--- src/rtl/pipe_pkg.sv ---
// Shared pipeline definitions: control-flow opcodes, reset PC default and
// the per-stage metadata carried alongside each fetched instruction.
package pipe_pkg;

  localparam logic [6:0]  JAL              = 7'b1101111;
  localparam logic [6:0]  JALR             = 7'b1100111;
  localparam logic [6:0]  BRANCH           = 7'b1100011;
  localparam logic [31:0] RESET_PC_DEFAULT = 32'h0000_0000;

  // IF/ID metadata (PHT index is held separately because its width is a
  // per-instance parameter).
  typedef struct packed {
    logic [31:0] pc;
    logic [31:0] pred;
    logic        valid;
  } if_id_meta_t;

  // ID/EX metadata; opcode is forced to zero for bubbles.
  typedef struct packed {
    logic [31:0] pc;
    logic [31:0] pred;
    logic [6:0]  opcode;
    logic        valid;
  } id_ex_meta_t;

  function automatic logic is_cf(input logic [6:0] opcode);
    logic cf;
    case (opcode)
      JAL, JALR, BRANCH: cf = 1'b1;
      default:           cf = 1'b0;
    endcase
    return cf;
  endfunction

endpackage

--- src/rtl/sat_counter32.sv ---
// 32-bit event counter that sticks at all-ones instead of wrapping.
module sat_counter32 (
  input  logic        clk,
  input  logic        rst_n,
  input  logic        inc_i,
  output logic [31:0] count_o
);

  logic [31:0] count_q;
  logic [31:0] count_d;

  // Next count: increment on enable unless already saturated.
  always_comb begin
    count_d = count_q;
    if (inc_i && (count_q != 32'hFFFF_FFFF)) begin
      count_d = count_q + 32'd1;
    end else begin
      count_d = count_q;
    end
  end

  // Count register with asynchronous clear.
  always_ff @(posedge clk or negedge rst_n) begin
    if (!rst_n) begin
      count_q <= 32'd0;
    end else begin
      count_q <= count_d;
    end
  end

  assign count_o = count_q;

endmodule

--- src/rtl/fetch_redirect.sv ---
// Fetch PC sequencer: carries prediction metadata through IF/ID and ID/EX,
// resolves control-flow ops in EX, redirects and flushes on a mispredict.
module fetch_redirect
  import pipe_pkg::*;
#(
  parameter logic [31:0] RESET_PC      = RESET_PC_DEFAULT,
  parameter int          PHT_IDX_WIDTH = 5
) (
  input  logic                     clk,
  input  logic                     reset,
  input  logic [31:0]              pc_predicted,
  input  logic [PHT_IDX_WIDTH-1:0] pht_idx,
  input  logic                     stall,
  input  logic [6:0]               id_opcode,
  input  logic                     actual_taken,
  input  logic [31:0]              actual_branch_target,
  output logic [31:0]              pc,
  output logic [31:0]              pc_4,
  output logic [31:0]              if_id_pc,
  output logic [31:0]              if_id_pred,
  output logic                     if_id_valid,
  output logic [31:0]              ID_EX_pc,
  output logic [PHT_IDX_WIDTH-1:0] ID_EX_pht_idx,
  output logic [6:0]               ID_EX_opcode,
  output logic [31:0]              predicted_branch_target,
  output logic                     mispredict,
  output logic [31:0]              cf_count,
  output logic [31:0]              mispredict_count
);

  logic [31:0]              pc_q, pc_d;
  if_id_meta_t              if_id_q, if_id_d;
  id_ex_meta_t              id_ex_q, id_ex_d;
  logic [PHT_IDX_WIDTH-1:0] if_id_idx_q, if_id_idx_d;
  logic [PHT_IDX_WIDTH-1:0] id_ex_idx_q, id_ex_idx_d;
  logic                     ex_cf_s;
  logic [31:0]              actual_next_s;

  assign ex_cf_s       = id_ex_q.valid && is_cf(id_ex_q.opcode);
  assign actual_next_s = actual_taken ? actual_branch_target : (id_ex_q.pc + 32'd4);
  assign mispredict    = ex_cf_s && (actual_next_s != id_ex_q.pred);

  // Next-state selection: mispredict beats stall beats normal advance.
  always_comb begin
    pc_d        = pc_q;
    if_id_d     = if_id_q;
    if_id_idx_d = if_id_idx_q;
    id_ex_d     = id_ex_q;
    id_ex_idx_d = id_ex_idx_q;
    if (mispredict) begin
      pc_d           = actual_next_s;
      if_id_d.valid  = 1'b0;
      id_ex_d.valid  = 1'b0;
      id_ex_d.opcode = 7'd0;
    end else if (stall) begin
      id_ex_d.valid  = 1'b0;
      id_ex_d.opcode = 7'd0;
    end else begin
      pc_d           = pc_predicted;
      if_id_d.pc     = pc_q;
      if_id_d.pred   = pc_predicted;
      if_id_d.valid  = 1'b1;
      if_id_idx_d    = pht_idx;
      id_ex_d.pc     = if_id_q.pc;
      id_ex_d.pred   = if_id_q.pred;
      id_ex_d.valid  = if_id_q.valid;
      id_ex_d.opcode = if_id_q.valid ? id_opcode : 7'd0;
      id_ex_idx_d    = if_id_idx_q;
    end
  end

  // Pipeline registers with asynchronous reset.
  always_ff @(posedge clk or negedge reset) begin
    if (!reset) begin
      pc_q        <= RESET_PC;
      if_id_q     <= '0;
      if_id_idx_q <= '0;
      id_ex_q     <= '0;
      id_ex_idx_q <= '0;
    end else begin
      pc_q        <= pc_d;
      if_id_q     <= if_id_d;
      if_id_idx_q <= if_id_idx_d;
      id_ex_q     <= id_ex_d;
      id_ex_idx_q <= id_ex_idx_d;
    end
  end

  sat_counter32 u_cf_count (
    .clk     (clk),
    .rst_n   (reset),
    .inc_i   (ex_cf_s),
    .count_o (cf_count)
  );

  sat_counter32 u_mis_count (
    .clk     (clk),
    .rst_n   (reset),
    .inc_i   (mispredict),
    .count_o (mispredict_count)
  );

  assign pc                      = pc_q;
  assign pc_4                    = pc_q + 32'd4;
  assign if_id_pc                = if_id_q.pc;
  assign if_id_pred              = if_id_q.pred;
  assign if_id_valid             = if_id_q.valid;
  assign ID_EX_pc                = id_ex_q.pc;
  assign ID_EX_pht_idx           = id_ex_idx_q;
  assign ID_EX_opcode            = id_ex_q.opcode;
  assign predicted_branch_target = id_ex_q.pred;

endmodule

--- config.mk ---
export PLATFORM = sky130hd
export DESIGN_NAME = fetch_redirect
export DESIGN_NICKNAME = d
export VERILOG_FILES = /design/src/rtl/pipe_pkg.sv /design/src/rtl/sat_counter32.sv /design/src/rtl/fetch_redirect.sv
export SDC_FILE = /design/constraint.sdc
export NUM_CORES = 1
export LEC_CHECK = 0
export ABC_AREA = 1
export CORE_ASPECT_RATIO = 0.75
export CORE_UTILIZATION = 35
export CTS_CLUSTER_DIAMETER = 60
export DETAILED_ROUTE_END_ITERATION = 10
export GPL_TIMING_DRIVEN = 0
export HOLD_SLACK_MARGIN = 0.12
export PLACE_DENSITY = 0.58
export SLEW_MARGIN = 20
export SYNTH_ARGS = -nofsm -noshare
export SYNTH_HDL_FRONTEND = slang
export SYNTH_SLANG_ARGS = --single-unit
--- constraint.sdc ---
create_clock -name clk -period 10.1 [get_ports clk]
set_input_delay 2.525 -clock clk [delete_from_list [all_inputs] [get_ports clk]]
set_output_delay 2.525 -clock clk [all_outputs]
set_load 0.02 [all_outputs]
==> qor.csv <==
stage,metric,value,unit
drt,Antenna Nets Post-Route,0,
layout,layout cell share with drive strength beyond 1,0.0964,
sta,Final setup violation count,0,
sta,unrepaired setup endpoints after global routing,false,
flow_run,reported max-cap violation count,0,
sta,period utilisation layout,0.942,
floorplanning,standard-cell row count,62,
clocking,number of sinks on the clock net,243,
floorplanning,initial core utilization,0.356,
floorplanning,# IOs,350,
power,sequential cell fraction of total power,0.396,
synth,ranking of synthesized cells by area,"sky130_fd_sc_hd__dfrtp_1 44%, sky130_fd_sc_hd__nand2_1 16%, sky130_fd_sc_hd__nand3_1 11%",
worst_setup_path,Worst Setup Start Kind,input pin,
drt,DR pass1 iterations,8,
worst_setup_path,cell depth of the worst flop-to-flop path,18,
grt,vias in the first global route,12800,
worst_setup_path,kind of end point of the critical path,output pin,
power,Max IR drop VDD,0.000104,V
worst_setup_path,maximum fanout along the worst path,11,
sta,Period minus WS final,9.51,ns
placement,HPWL reported at the end of detailed placement,41800,µm
power,power per cell area,154,nW/µm²
sta,maximum clock skew at final layout,0.0144,ns
floorplanning,Die ar.,39900,µm²
floorplanning,Core Area,38400,µm²
synth,area of the mapped netlist,13700,µm²
clocking,clock tree from TritonCTS,done,
grt,overall fraction of global-route tracks in use,0.265,
synth,sequential area share after synthesis,0.444,
grt,met2 Track Usage GR,0.382,
floorplanning,Die Width,230,µm
grt,pin count of the biggest net entering global routing,82,
drt,detail-routed net length per standard cell,19.7,µm
clocking,clock network latency to the later pin of the worst-skew pair,0.57,ns
grt,met3 layer usage reported by global route,0.0574,
placement,IO Port Bufs,348,
sta,pin slew with the least headroom to its limit,1.15,ns
layout,synth-to-layout area growth,38.3,%
synth,Synth top area share,0.444,
grt,routing layer with the top usage in global route,met1,
drt,DRC,0,
grt,GR Layer Usage met1,0.401,
power,internal power,0.00201,W
worst_setup_path,Worst path depth,15,
worst_setup_path,critical path start-end classification,input pin to output pin,
synth,post-synth cell types,35,
layout,number of fill cells in the layout,3774,
power,net switching share of the total power,0.310,
layout,Final nets,2271,
drt,DRC marker count from the first detailed-route iteration,1254,
min_path,instance count along the most critical hold path,2,
placement,global placement routability congestion,0.914,
sta,maximum clock frequency,105,MHz
sta,final hold vios,0,
placement,placed cell count,2668,
clocking,number of resized instances in the post-cts repair step,0,
drt,via count of the routed design,13600,
outcome,outcome,completed,
placement,worst setup timing slack at the placement stage,0.734,ns
power,Leakage Power,8.63,nW
synth,"area leader, netlist",sky130_fd_sc_hd__dfrtp_1,
sta,Max Slew Vio Count,0,
clocking,Clock Path Buffers,3,
worst_setup_path,library cell appearing most often on the critical path,sky130_fd_sc_hd__nand2_1,
clocking,H-Tree Depth,1,
grt,global-route wire length before repair,80100,µm
worst_setup_path,Worst EP arrival,6.99,ns
worst_setup_path,cells traversed along the worst timing path,clkdlybuf4s50_1 -> inv_2 -> clkbuf_1 -> nand2_1 -> nand2_1 -> xnor2_1 -> nand2_1 -> nor3_1 -> nand3_1 -> nor3_2 -> nand3_4 -> nand2_4 -> buf_4 -> inv_2 -> clkdlybuf4s50_1,
clocking,quantity of hold-fixing buffers added after cts,0,
grt,number of antenna violations at the first check in global routing,3,
clocking,Clock Pin Slew Worst Setup and Hold Paths,0.06,ns
clocking,cell at the root of the clock tree,sky130_fd_sc_hd__clkbuf_16,
power,combinational cell fraction of total power,0.215,
clocking,post-CTS setup buffers,0,
power,net load switching power,0.000903,W
floorplanning,DIE HEIGHT,173,µm
drt,aggregate routed wire length,53500,µm
sta,smallest setup slack after layout,0.588,ns
synth,synthesis warning total,0,
worst_setup_path,buffers and inverters on the worst path,6,
worst_setup_path,slowest library cell on the worst path,sky130_fd_sc_hd__clkbuf_1,
synth,Post-Syn Nets,1889,
min_path,kind of path behind the tightest hold check,flop to flop,
synth,average cell area after synthesis,7.58,µm²
sta,max-slew headroom at the worst pin,0.226,
power,clock group share of total power,0.389,
worst_setup_path,WP data required,7.58,ns
synth,flip-flop and latch count after synthesis,243,
synth,synthesized instance count,1805,
worst_setup_path,"Largest stage delay, worst path",0.75,ns
layout,Post-Layout Cell Count,2723,
worst_setup_path,Top delay family on crit path,buffers and inverters,
clocking,total clock buffers created by CTS,29,
drt,post-detailed-route via-to-cell ratio,5.01,
grt,total grt overflow,0,
[area by class of cell]
class                           count  area (µm²)  share of cell area
Sequential cell                   243        6080               0.321
Clock buffer                       33         761              0.0402
Timing Repair Buffer              351        3570               0.189
Multi-Input combinational cell   1293        6240               0.330
Inverter                          123         462              0.0244
Tap cell                          512         641              0.0339
Clock inverter                     20         258              0.0136
Antenna cell                        2        5.00            0.000265
Buffer                            146         905              0.0478
[power by group through the flow]
stage	logic, W	clock network [W]	registers, W
after floorplan	0.000281	0	0.00118
after global placement	0.000619	0	0.00117
after detailed placement	0.000627	0	0.00117
after CTS	0.000630	0.00115	0.00115
after global routing	0.000675	0.00119	0.00117
final	0.000627	0.00113	0.00115
[stage by stage]
stage | utilization | setup TNS, ns | area [µm²] | hold WS (ns) | power (W)
floorplan | - | 0 | 13700 | 0.443 | 0.00146
global placement | 0.464 | -1073.11 | 17800 | 0.454 | 0.00179
detailed placement | 0.466 | 0 | 17900 | 0.460 | 0.00180
CTS | 0.493 | 0 | 18900 | 0.475 | 0.00293
global route | 0.493 | 0 | 18900 | 0.496 | 0.00303
finish | 0.493 | 0 | 18900 | 0.475 | 0.00291
[worst paths after layout]
| path | slack [ns] | start | end |
|---|---|---|---|
| max | 0.59 | actual_taken | mispredict |
| min | 0.47 | if_id_idx_q[4] | if_id_idx_q[4] |
| max reg2reg | 6.17 | ID_EX_pc[2] | pc[13] |
| min reg2reg | 0.47 | if_id_idx_q[4] | if_id_idx_q[4] |
| max in group asynchronous | 7.27 | reset | u_mis_count.count_o[16] |
| min in group asynchronous | 1.85 | reset | predicted_branch_target[18] |
[layer usage]
layer | vias up | wire length, µm
met1 | 6499 | 25600
met4 | 0 | 937
met3 | 55 | 4300
met2 | 556 | 22700
met5 | - | 0
li1 | 6524 | -
[worst reg2reg max path: stages, from the launching register on]
cell,delay [ns]
sky130_fd_sc_hd__dfrtp_1,0.53
sky130_fd_sc_hd__ha_1,0.24
sky130_fd_sc_hd__nand2_2,0.12
sky130_fd_sc_hd__nor2_4,0.16
sky130_fd_sc_hd__nand2_2,0.14
sky130_fd_sc_hd__nor2_2,0.17
sky130_fd_sc_hd__nand2_1,0.07
sky130_fd_sc_hd__nand3_1,0.15
sky130_fd_sc_hd__nand2_1,0.08
sky130_fd_sc_hd__nand2_1,0.06
sky130_fd_sc_hd__nand2_1,0.06
sky130_fd_sc_hd__nor2_1,0.14
sky130_fd_sc_hd__nand2_1,0.13
sky130_fd_sc_hd__nor3_2,0.46
sky130_fd_sc_hd__nand3_4,0.30
sky130_fd_sc_hd__nand2_4,0.28
sky130_fd_sc_hd__buf_2,0.34
sky130_fd_sc_hd__nand3_1,0.28
sky130_fd_sc_hd__nand3_1,0.16
[cells in the final DEF (no fill, tap or decap), types with 2 or more instances in the layout]
master	netlist	layout
sky130_fd_sc_hd__inv_2	6	6
sky130_fd_sc_hd__or2_2	21	21
sky130_fd_sc_hd__clkdlybuf4s50_1	0	347
sky130_fd_sc_hd__nand3b_1	21	21
sky130_fd_sc_hd__buf_16	0	3
sky130_fd_sc_hd__nand2_2	3	3
sky130_fd_sc_hd__nor2_4	5	5
sky130_fd_sc_hd__bufinv_16	0	5
sky130_fd_sc_hd__nand4_1	42	42
sky130_fd_sc_hd__inv_6	0	2
sky130_fd_sc_hd__ha_1	4	4
sky130_fd_sc_hd__dfrtp_1	243	243
sky130_fd_sc_hd__clkinvlp_4	0	3
sky130_fd_sc_hd__nand2_1	594	594
sky130_fd_sc_hd__xor2_1	62	62
sky130_fd_sc_hd__diode_2	0	2
sky130_fd_sc_hd__nor2_1	113	113
sky130_fd_sc_hd__clkinv_2	0	6
sky130_fd_sc_hd__buf_2	21	21
sky130_fd_sc_hd__xnor2_1	30	30
sky130_fd_sc_hd__clkbuf_1	34	36
sky130_fd_sc_hd__buf_4	84	84
sky130_fd_sc_hd__clkbuf_8	0	2
sky130_fd_sc_hd__buf_1	5	5
sky130_fd_sc_hd__nor3_1	23	23
sky130_fd_sc_hd__o21ai_0	34	34
sky130_fd_sc_hd__nor4_1	17	17
sky130_fd_sc_hd__nor2_2	7	7
sky130_fd_sc_hd__a21oi_1	3	3
sky130_fd_sc_hd__clkbuf_16	0	29
sky130_fd_sc_hd__nor3_2	3	3
sky130_fd_sc_hd__nor3b_1	2	2
sky130_fd_sc_hd__nand2_4	2	2
sky130_fd_sc_hd__inv_1	117	117
sky130_fd_sc_hd__clkinv_4	0	3
sky130_fd_sc_hd__nand3_1	296	296
sky130_fd_sc_hd__o21ai_1	4	4
sky130_fd_sc_hd__buf_6	2	2
[synth_stat cells (all sizes together)]
library cell,instances
a211oi,1
a21oi,3
and3,1
buf,112
clkbuf,34
dfrtp,243
ha,4
inv,123
nand2,599
nand3,298
nand3b,21
nand4,42
nor2,125
nor3,26
nor3b,2
nor4,18
o21ai,38
o21bai,1
or2,21
or4,1
xnor2,30
xor2,62
[sequential cells by signal, summed over array words and instances, names as in the netlist]
register	cells
ID_EX_pc	32
if_id_pc	32
if_id_pred	32
pc	32
predicted_branch_target	32
u_cf_count.count_o	32
u_mis_count.count_o	32
ID_EX_opcode	7
ID_EX_pht_idx	5
if_id_idx_q	5
id_ex_q	1
if_id_valid	1
[kinds of logic (layout without fill, tap and decap cells)]
| family | Yosys count | in the layout | synth area share |
|---|---|---|---|
| compound gates | 43 | 43 | 0.0170 |
| xor+xnor | 92 | 92 | 0.0589 |
| fa+ha+maj | 4 | 4 | 0.00366 |
| buf+inv | 269 | 673 | 0.0998 |
| flops | 243 | 243 | 0.444 |
| other cells | 0 | 2 | 0 |
| simple gates | 1154 | 1154 | 0.376 |
(Power assumes the default switching activity.)
